### src/rtl/mealy_ctrl_pkg.sv
// Shared definitions for the programmable Mealy controller: entry layout helpers,
// the fixed initial state and the run/idle mode encoding.
package mealy_ctrl_pkg;

    // Table entry layout, MSB to LSB: {end, next_state, out}
    localparam int unsigned END_W   = 1;
    localparam int unsigned OUT_LSB = 0;

    // Fixed initial state every algorithm starts from
    localparam int unsigned S0 = 0;

    typedef enum logic {
        CTRL_IDLE = 1'b0,
        CTRL_RUN  = 1'b1
    } ctrl_e;

    function automatic int unsigned ns_lsb(input int unsigned n_out);
        return OUT_LSB + n_out;
    endfunction

    function automatic int unsigned end_pos(input int unsigned sw, input int unsigned n_out);
        return ns_lsb(n_out) + sw;
    endfunction

    function automatic int unsigned entry_width(input int unsigned sw, input int unsigned n_out);
        return END_W + sw + n_out;
    endfunction

endpackage

### src/rtl/mealy_ctrl_table.sv
// Program store for the Mealy controller: one synchronous write port and one
// asynchronous read port so the looked-up entry drives outputs in the same cycle.
module mealy_ctrl_table #(
    parameter int unsigned AW = 6,
    parameter int unsigned DW = 14
) (
    input  logic          clk,
    input  logic          we,
    input  logic [AW-1:0] waddr,
    input  logic [DW-1:0] wdata,
    input  logic [AW-1:0] raddr,
    output logic [DW-1:0] rdata
);

    logic [DW-1:0] mem_q [2**AW];

    // NOTE: the array has no reset; the loaded program must survive a controller reset.
    always_ff @(posedge clk) begin
        if (we) begin
            mem_q[waddr] <= wdata;
        end
    end

    assign rdata = mem_q[raddr];

endmodule

### src/rtl/mealy_ctrl_prog.sv
// Programmable Mealy-automaton controller: table-driven transitions and micro-op
// strobes, start/done handshake, run-enable hold, gated table writes.
// Optional illegal-state detection is built when MEALY_CTRL_ILLEGAL_CHK_EN is defined.
module mealy_ctrl_prog
    import mealy_ctrl_pkg::*;
#(
    parameter int unsigned N_IN     = 2,
    parameter int unsigned N_OUT    = 9,
    parameter int unsigned SW       = 4,
    parameter int unsigned N_STATES = 10
) (
    input  logic                  clk,
    input  logic                  res,
    input  logic                  start,
    input  logic                  en,
    input  logic [N_IN-1:0]       x,
    input  logic                  cfg_we,
    input  logic [SW+N_IN-1:0]    cfg_addr,
    input  logic [SW+N_OUT:0]     cfg_data,
    output logic [N_OUT-1:0]      t,
    output logic                  busy,
    output logic                  done,
    output logic                  cfg_err,
    output logic                  err
);

    localparam int unsigned AW      = SW + N_IN;
    localparam int unsigned DW      = entry_width(SW, N_OUT);
    localparam int unsigned END_POS = end_pos(SW, N_OUT);
    localparam int unsigned NS_LSB  = ns_lsb(N_OUT);

    ctrl_e             mode_q, mode_d;
    logic [SW-1:0]     state_q, state_d;
    logic              done_q, done_d;
    logic              cfg_err_q, cfg_err_d;
    logic              err_q, err_d;

    logic [DW-1:0]     entry;
    logic              entry_end;
    logic [SW-1:0]     entry_ns;
    logic [N_OUT-1:0]  entry_out;
    logic              running;
    logic              illegal;
    logic              tbl_we;

    assign running = (mode_q == CTRL_RUN);
    assign tbl_we  = cfg_we && !running;

    mealy_ctrl_table #(
        .AW (AW),
        .DW (DW)
    ) u_table (
        .clk   (clk),
        .we    (tbl_we),
        .waddr (cfg_addr),
        .wdata (cfg_data),
        .raddr ({state_q, x}),
        .rdata (entry)
    );

    assign entry_end = entry[END_POS];
    assign entry_ns  = entry[NS_LSB +: SW];
    assign entry_out = entry[OUT_LSB +: N_OUT];

`ifdef MEALY_CTRL_ILLEGAL_CHK_EN
    assign illegal = running && (32'(state_q) >= N_STATES);
`else
    assign illegal = 1'b0;
`endif

    // Mealy outputs: straight from the looked-up entry, masked when not actively running
    assign t = (running && en && !illegal) ? entry_out : '0;

    // NOTE: every _d gets a default before the case so no path leaves it unassigned (no latches).
    always_comb begin
        mode_d    = mode_q;
        state_d   = state_q;
        done_d    = 1'b0;
        cfg_err_d = cfg_we && running;
        err_d     = err_q;

        case (mode_q)
            CTRL_IDLE: begin
                state_d = SW'(S0);
                if (start) begin
                    mode_d = CTRL_RUN;
                end
            end
            CTRL_RUN: begin
                if (illegal) begin
                    state_d = SW'(S0);
                    mode_d  = CTRL_IDLE;
                    err_d   = 1'b1;
                end else if (en) begin
                    if (entry_end) begin
                        state_d = SW'(S0);
                        mode_d  = CTRL_IDLE;
                        done_d  = 1'b1;
                    end else begin
                        state_d = entry_ns;
                    end
                end
            end
            default: begin
                state_d = SW'(S0);
                mode_d  = CTRL_IDLE;
            end
        endcase
    end

    // NOTE: non-blocking assignments only, so all flops update together at the edge.
    always_ff @(posedge clk or negedge res) begin
        if (!res) begin
            mode_q    <= CTRL_IDLE;
            state_q   <= SW'(S0);
            done_q    <= 1'b0;
            cfg_err_q <= 1'b0;
            err_q     <= 1'b0;
        end else begin
            mode_q    <= mode_d;
            state_q   <= state_d;
            done_q    <= done_d;
            cfg_err_q <= cfg_err_d;
            err_q     <= err_d;
        end
    end

    assign busy    = running;
    assign done    = done_q;
    assign cfg_err = cfg_err_q;
    assign err     = err_q;

endmodule

### config.mk
export PLATFORM = sky130hd
export DESIGN_NAME = mealy_ctrl_prog
export DESIGN_NICKNAME = d
export VERILOG_FILES = /design/src/rtl/mealy_ctrl_pkg.sv /design/src/rtl/mealy_ctrl_table.sv /design/src/rtl/mealy_ctrl_prog.sv
export SDC_FILE = /design/constraint.sdc
export NUM_CORES = 1
export LEC_CHECK = 0
export BUFFER_PORTS_ARGS = -buffer_cell sky130_fd_sc_hd__buf_2
export CORE_ASPECT_RATIO = 1.1
export CORE_UTILIZATION = 25
export DETAILED_ROUTE_END_ITERATION = 10
export PLACE_DENSITY_LB_ADDON = 0.25
export SETUP_SLACK_MARGIN = 0.15
export SYNTH_ARGS = -nofsm -noshare
export SYNTH_HDL_FRONTEND = slang
export SYNTH_SLANG_ARGS = --single-unit
### constraint.sdc
create_clock -name clk -period 10 [get_ports clk]
set_input_delay 1.5 -clock clk [delete_from_list [all_inputs] [get_ports clk]]
set_output_delay 1.5 -clock clk [all_outputs]
set_load 0.1 [all_outputs]
## Word level (Yosys, flattened, before mapping)

Memories as Yosys holds them, arrays and structs flattened.
Cells that the tools add are included.

| storage, ports and cells | value |
|---|---|
| register bits | 7 |
| memory bits (writable) | 896 |
| input port bits | 27 |
| output and inout bits | 13 |
| logic and storage cells | 24 |
| memories | 1 |

| operators by class | value |
|---|---|
| equal/unequal tests | 1 |
| mux-type cells | 13 |
| bitwise logic cells | 1 |
| reductions and logical operators | 4 |

Memories:

| name | depth | width | rd ports | clocked after Yosys merged registers in | wr ports | line | RTL |
|---|---|---|---|---|---|---|---|
| u_table.mem_q | 64 | 14 | 1 | 0 | 1 | mealy_ctrl_table.sv:15 | `logic [DW-1:0] mem_q [2**AW];` |

Operator list:

| operator | number |
|---|---|
| $mux W9 | 1 |
| $mux W1 | 8 |
| $mux W4 | 2 |
| $pmux W4 S2 | 1 |
| $logic_and A1 B1 Y1 | 3 |
| $ne A2 B2 Y1 const B | 1 |
| $pmux W1 S2 | 1 |
| $logic_not A1 Y1 | 1 |
| $not A1 Y1 | 1 |

## Logic depth before layout (Yosys ltp)

| depth | value |
|---|---|
| depth in word-level cells | 4 |
| gate-level depth with buffers | 10 |
| depth with buffers taken out | 6 |

## By module

Synthesis repeated with hierarchy kept, for this count alone.

| second synthesis, totals | value |
|---|---|
| cells, all modules | 1589 |
| area total of the unflattened synthesis | 34964.8 µm² |

By module, submodules not included:

| module | times used | cells each | area an instance (µm²) | sequential area each (µm²) |
|---|---|---|---|---|
| mealy_ctrl_table | 1 | 1557 | 34598.2 | 26905.8 |
| mealy_ctrl_prog | 1 | 32 | 366.6 | 175.2 |

## Least setup slack after synthesis

OpenSTA, ideal clock, no wires.

| timing | value |
|---|---|
| path kind | input to output |
| from | input port x[0] |
| to | output port t[1] |
| arrival | 4.262 ns |
| data required time | 8.500 ns |
| setup slack | 4.238 ns |
| stages on the path | 6 |
| buffers on the path | 2 |
| cell sequence | buf_2 buf_1 mux4_2 mux4_2 mux4_2 nor2b_1 |

| on the way | value |
|---|---|
| cells in the longest elaborated chain, start to end | 2 |

Ends and longest elaborated chain:

| what | line | RTL |
|---|---|---|
| from (decl) | mealy_ctrl_prog.sv:16 | `input logic [N_IN-1:0] x,` |
| $mem_v2 Z64 W14 | n/a |  |
| $mux W9 | mealy_ctrl_prog.sv:72 | `assign t = (running && en && !illegal) ? entry_out : '0;` |
| to (decl) | mealy_ctrl_prog.sv:20 | `output logic [N_OUT-1:0] t,` |

No other way between the ends.

## Worst setup path in the final report

| timing | value |
|---|---|
| from | input port x[0] |
| to | output port t[2] |

Same word-level chain as after synthesis.

==> results.txt <==
----------------------------------------------------
[Die]
  Starting utilization of the core area ... 0.253
  Number of top-level pins ... 40
  Core area ... 137000 µm²
  Height of the die ... 392 µm
  Row Count ... 142
  Die Area ... 140000 µm²
  Die width ... 357 µm

[Clock network]
  CTS Hold Buffers Added ... 0
  Clock tree root driver cell ... sky130_fd_sc_hd__clkbuf_16
  Insertion delay to the later sink of the worst-skew pair ... 0.66 ns
  Total number of H-tree levels ... 3
  Clock tree from TritonCTS ... done
  Number of buffers inserted during clock tree synthesis ... 97
  Number of buffers between clock root and the deepest sink ... 3
  Post-cts resize count ... 0
  Post-CTS Setup Inserts ... 0
  Clock-pin transition on the worst setup and hold timing paths ... 0.06 ns
  CTS sink cnt ... 903

[Setup path]
  Endpoint type of the worst setup path ... output pin
  Critical path start-end classification ... input pin to output pin
  Worst path arrival time ... 5.11 ns
  Peak fanout along the critical path ... 72
  Startpoint Class ... input pin
  Required time of the critical path ... 8.50 ns
  Depth of the worst register-to-register path ... 7

[Yosys]
  Library cell with the highest instance count after synthesis ... sky130_fd_sc_hd__edfxtp_1
  Sequential fraction of the synthesis area ... 0.782
  Number of enable-type register cells in the synthesized netlist ... 896
  FFs w/ async S/R, synth ... 0.00775
  Primary FF master, synth ... sky130_fd_sc_hd__edfxtp_1
  Cell taking the most area after synthesis ... sky130_fd_sc_hd__edfxtp_1
  Leading post-synthesis cells by instance count ... sky130_fd_sc_hd__edfxtp_1 (896), sky130_fd_sc_hd__mux4_2 (269), sky130_fd_sc_hd__nor2_1 (79)
  Nets in the synthesized netlist ... 1480
  Largest cells by area after synthesis ... sky130_fd_sc_hd__edfxtp_1 (78%), sky130_fd_sc_hd__mux4_2 (18%), sky130_fd_sc_hd__nor2_1 (0.86%), sky130_fd_sc_hd__a22oi_1 (0.56%), sky130_fd_sc_hd__dfrtp_1 (0.51%)
  Synth Area per Inst ... 23.8 µm²
  Number of unique standard cell types used by synthesis ... 38
  Area share of the largest cell type after synthesis ... 0.777
  Post-Synthesis Cell Area ... 34600 µm²
  Post-synthesis cell count ... 1453
  Synth warn ... 0
  Flip-flop and latch count after synthesis ... 903

[Route]
  Detail-routed net length per standard cell ... 27.5 µm
  Detailed-route via count ... 16000
  ANT nets after route ... 0
  Number of iterations in the first detailed-routing pass ... 4
  Post-Route WL ... 95.4 mm
  Initial DRC Count ... 1556
  Routed via count divided by cell count ... 4.63
  DRC violations left ... 0

[Timing]
  Final setup viols ... 0
  Setup repair after global routing missed its margin ... false
  Peak clock frequency supported by timing ... 0.151 GHz
  Clock period minus final worst setup slack ... 6.61 ns
  Number of pins exceeding their max-slew limit in the final report ... 0
  Period Utilization, post-route ... 0.661
  Final hold viol count ... 0
  Slew margin rel. ... 0.141
  Setup TNS Final ... 0 ns
  Clk_skew ... 0.0217 ns
  Transition time at the pin with the least slew margin ... 1.29 ns

[Pwr]
  Total power after layout ... 0.00872 W
  Leak pwr ... 12.2 nW
  Pwr per Cell Area ... 216 nW/µm²
  VDD IR max ... 0.000165 V

[Placement]
  Routability Congestion ... 0.848
  Input/output buffers ... 38
  HPWL after detailed placement ... 55.5 mm

[Global route]
  Overall Global Routing Usage ... 0.136
  Pin count of the biggest net entering global routing ... 91
  Number of antenna violations at the first check in global routing ... 9
  Via count of the first global-routing pass ... 16800
  Overall overflow remaining after global route ... 0
  Wire length of the first global-routing pass ... 133 mm

[Job]
  Number of maximum-capacitance violations ... 0

[Finish]
  Area growth from synthesis to layout ... 16.8%
  Proportion of layout cells with a drive suffix above 1 ... 0.326
  Net count of the finished layout ... 1615

[Status]
  Run status ... finished, final reports clean

[Worst hold path]
  Hold Path Class ... input pin to async pin

----------------------------------------------------
[stage by stage]
stage               cell area, µm²  setup WS, ns  cells  hold WS (ns)  utilization
floorplan                    34600          4.24   1453         0.863            -
global placement             37400          3.30   3289         0.754        0.273
detailed placement           37400          3.32   3289         0.764        0.273
CTS                          40400          3.30   3461         0.662        0.295
global route                 40400          3.20   3462         0.675        0.295
finish                       40400          3.39   3465         0.719        0.296
[area by class of cell]
class,instances,area (µm²)
clock inverter,34,347
sequential,903,27100
fill,13200,96400
multi-input combinational,468,7200
timing repair buffer,115,826
inverter,3,11.3
antenna,4,10.0
clock buffer,138,2710
tap,1800,2250
[sequential cells by signal, indices dropped and copies added, names as in the netlist]
name           count
cfg_err            1
done               1
u_table.mem_q    896
state_q            4
busy               1
[where the power goes]
group	internal (W)	switching, W	total [W]
Combinational	0.000334	0.000722	0.00106
Clock	0.00201	0.00144	0.00345
Sequential	0.00419	0.0000309	0.00422
[final timing paths]
path / startpoint / slack, ns / end
min reg2reg: busy$_DFF_PN0_ / 0.79 / state_q[3]$_DFFE_PN0P_
min: res / 0.72 / state_q[3]$_DFFE_PN0P_
min in group clk: busy$_DFF_PN0_ / 0.79 / state_q[3]$_DFFE_PN0P_
max in group asynchronous: res / 9.05 / state_q[0]$_DFFE_PN0P_
max: x[0] / 3.39 / t[2]
max reg2reg: state_q[1]$_DFFE_PN0P_ / 5.95 / busy$_DFF_PN0_
[cell usage in the layout, fill, tap and decap left out, drive strengths merged, types with 2 or more instances in the layout]
master / instances
nor2: 79
clkinvlp: 2
clkbuf: 138
bufinv: 5
inv: 4
a21oi: 9
nand2: 19
buf: 115
diode: 4
edfxtp: 896
or3b: 2
mux4: 269
mux2: 3
nand4: 3
nand2b: 2
o41ai: 3
nand3: 7
nand3b: 3
o22ai: 5
clkinv: 26
a211oi: 3
or3: 2
dfrtp: 7
a22oi: 26
mux2i: 7
nor2b: 11
and2: 2
nor3b: 2
[cell families (layout without fill, tap and decap cells)]
| group | Yosys count | after routing | synth area share |
|---|---|---|---|
| AOI/OAI and AO/OA | 55 | 55 | 0.0114 |
| muxes | 279 | 279 | 0.178 |
| other | 1 | 5 | 0.000108 |
| buffers and inverters | 82 | 290 | 0.0110 |
| DFF | 903 | 903 | 0.782 |
| and+or+nand+nor | 133 | 133 | 0.0170 |
[metal layers]
metal | GRT usage | wire, µm | share of wire | vias to the layer above
met5 | 0 | 67 | 0.00070 | -
met4 | 0.0364 | 2290 | 0.024 | 10
met3 | 0.0315 | 5440 | 0.057 | 148
met2 | 0.221 | 46100 | 0.48 | 473
met1 | 0.182 | 41500 | 0.43 | 8867
li1 | - | - | - | 6539
[critical path, stage by stage]
cell and delay, ns:
sky130_fd_sc_hd__buf_8 0.58, sky130_fd_sc_hd__buf_12 0.49, sky130_fd_sc_hd__mux4_2 0.60, sky130_fd_sc_hd__mux4_2 0.57, sky130_fd_sc_hd__mux4_2 0.47, sky130_fd_sc_hd__nor2b_1 0.19, sky130_fd_sc_hd__buf_2 0.36
Power figures use the tool's default switching activity.
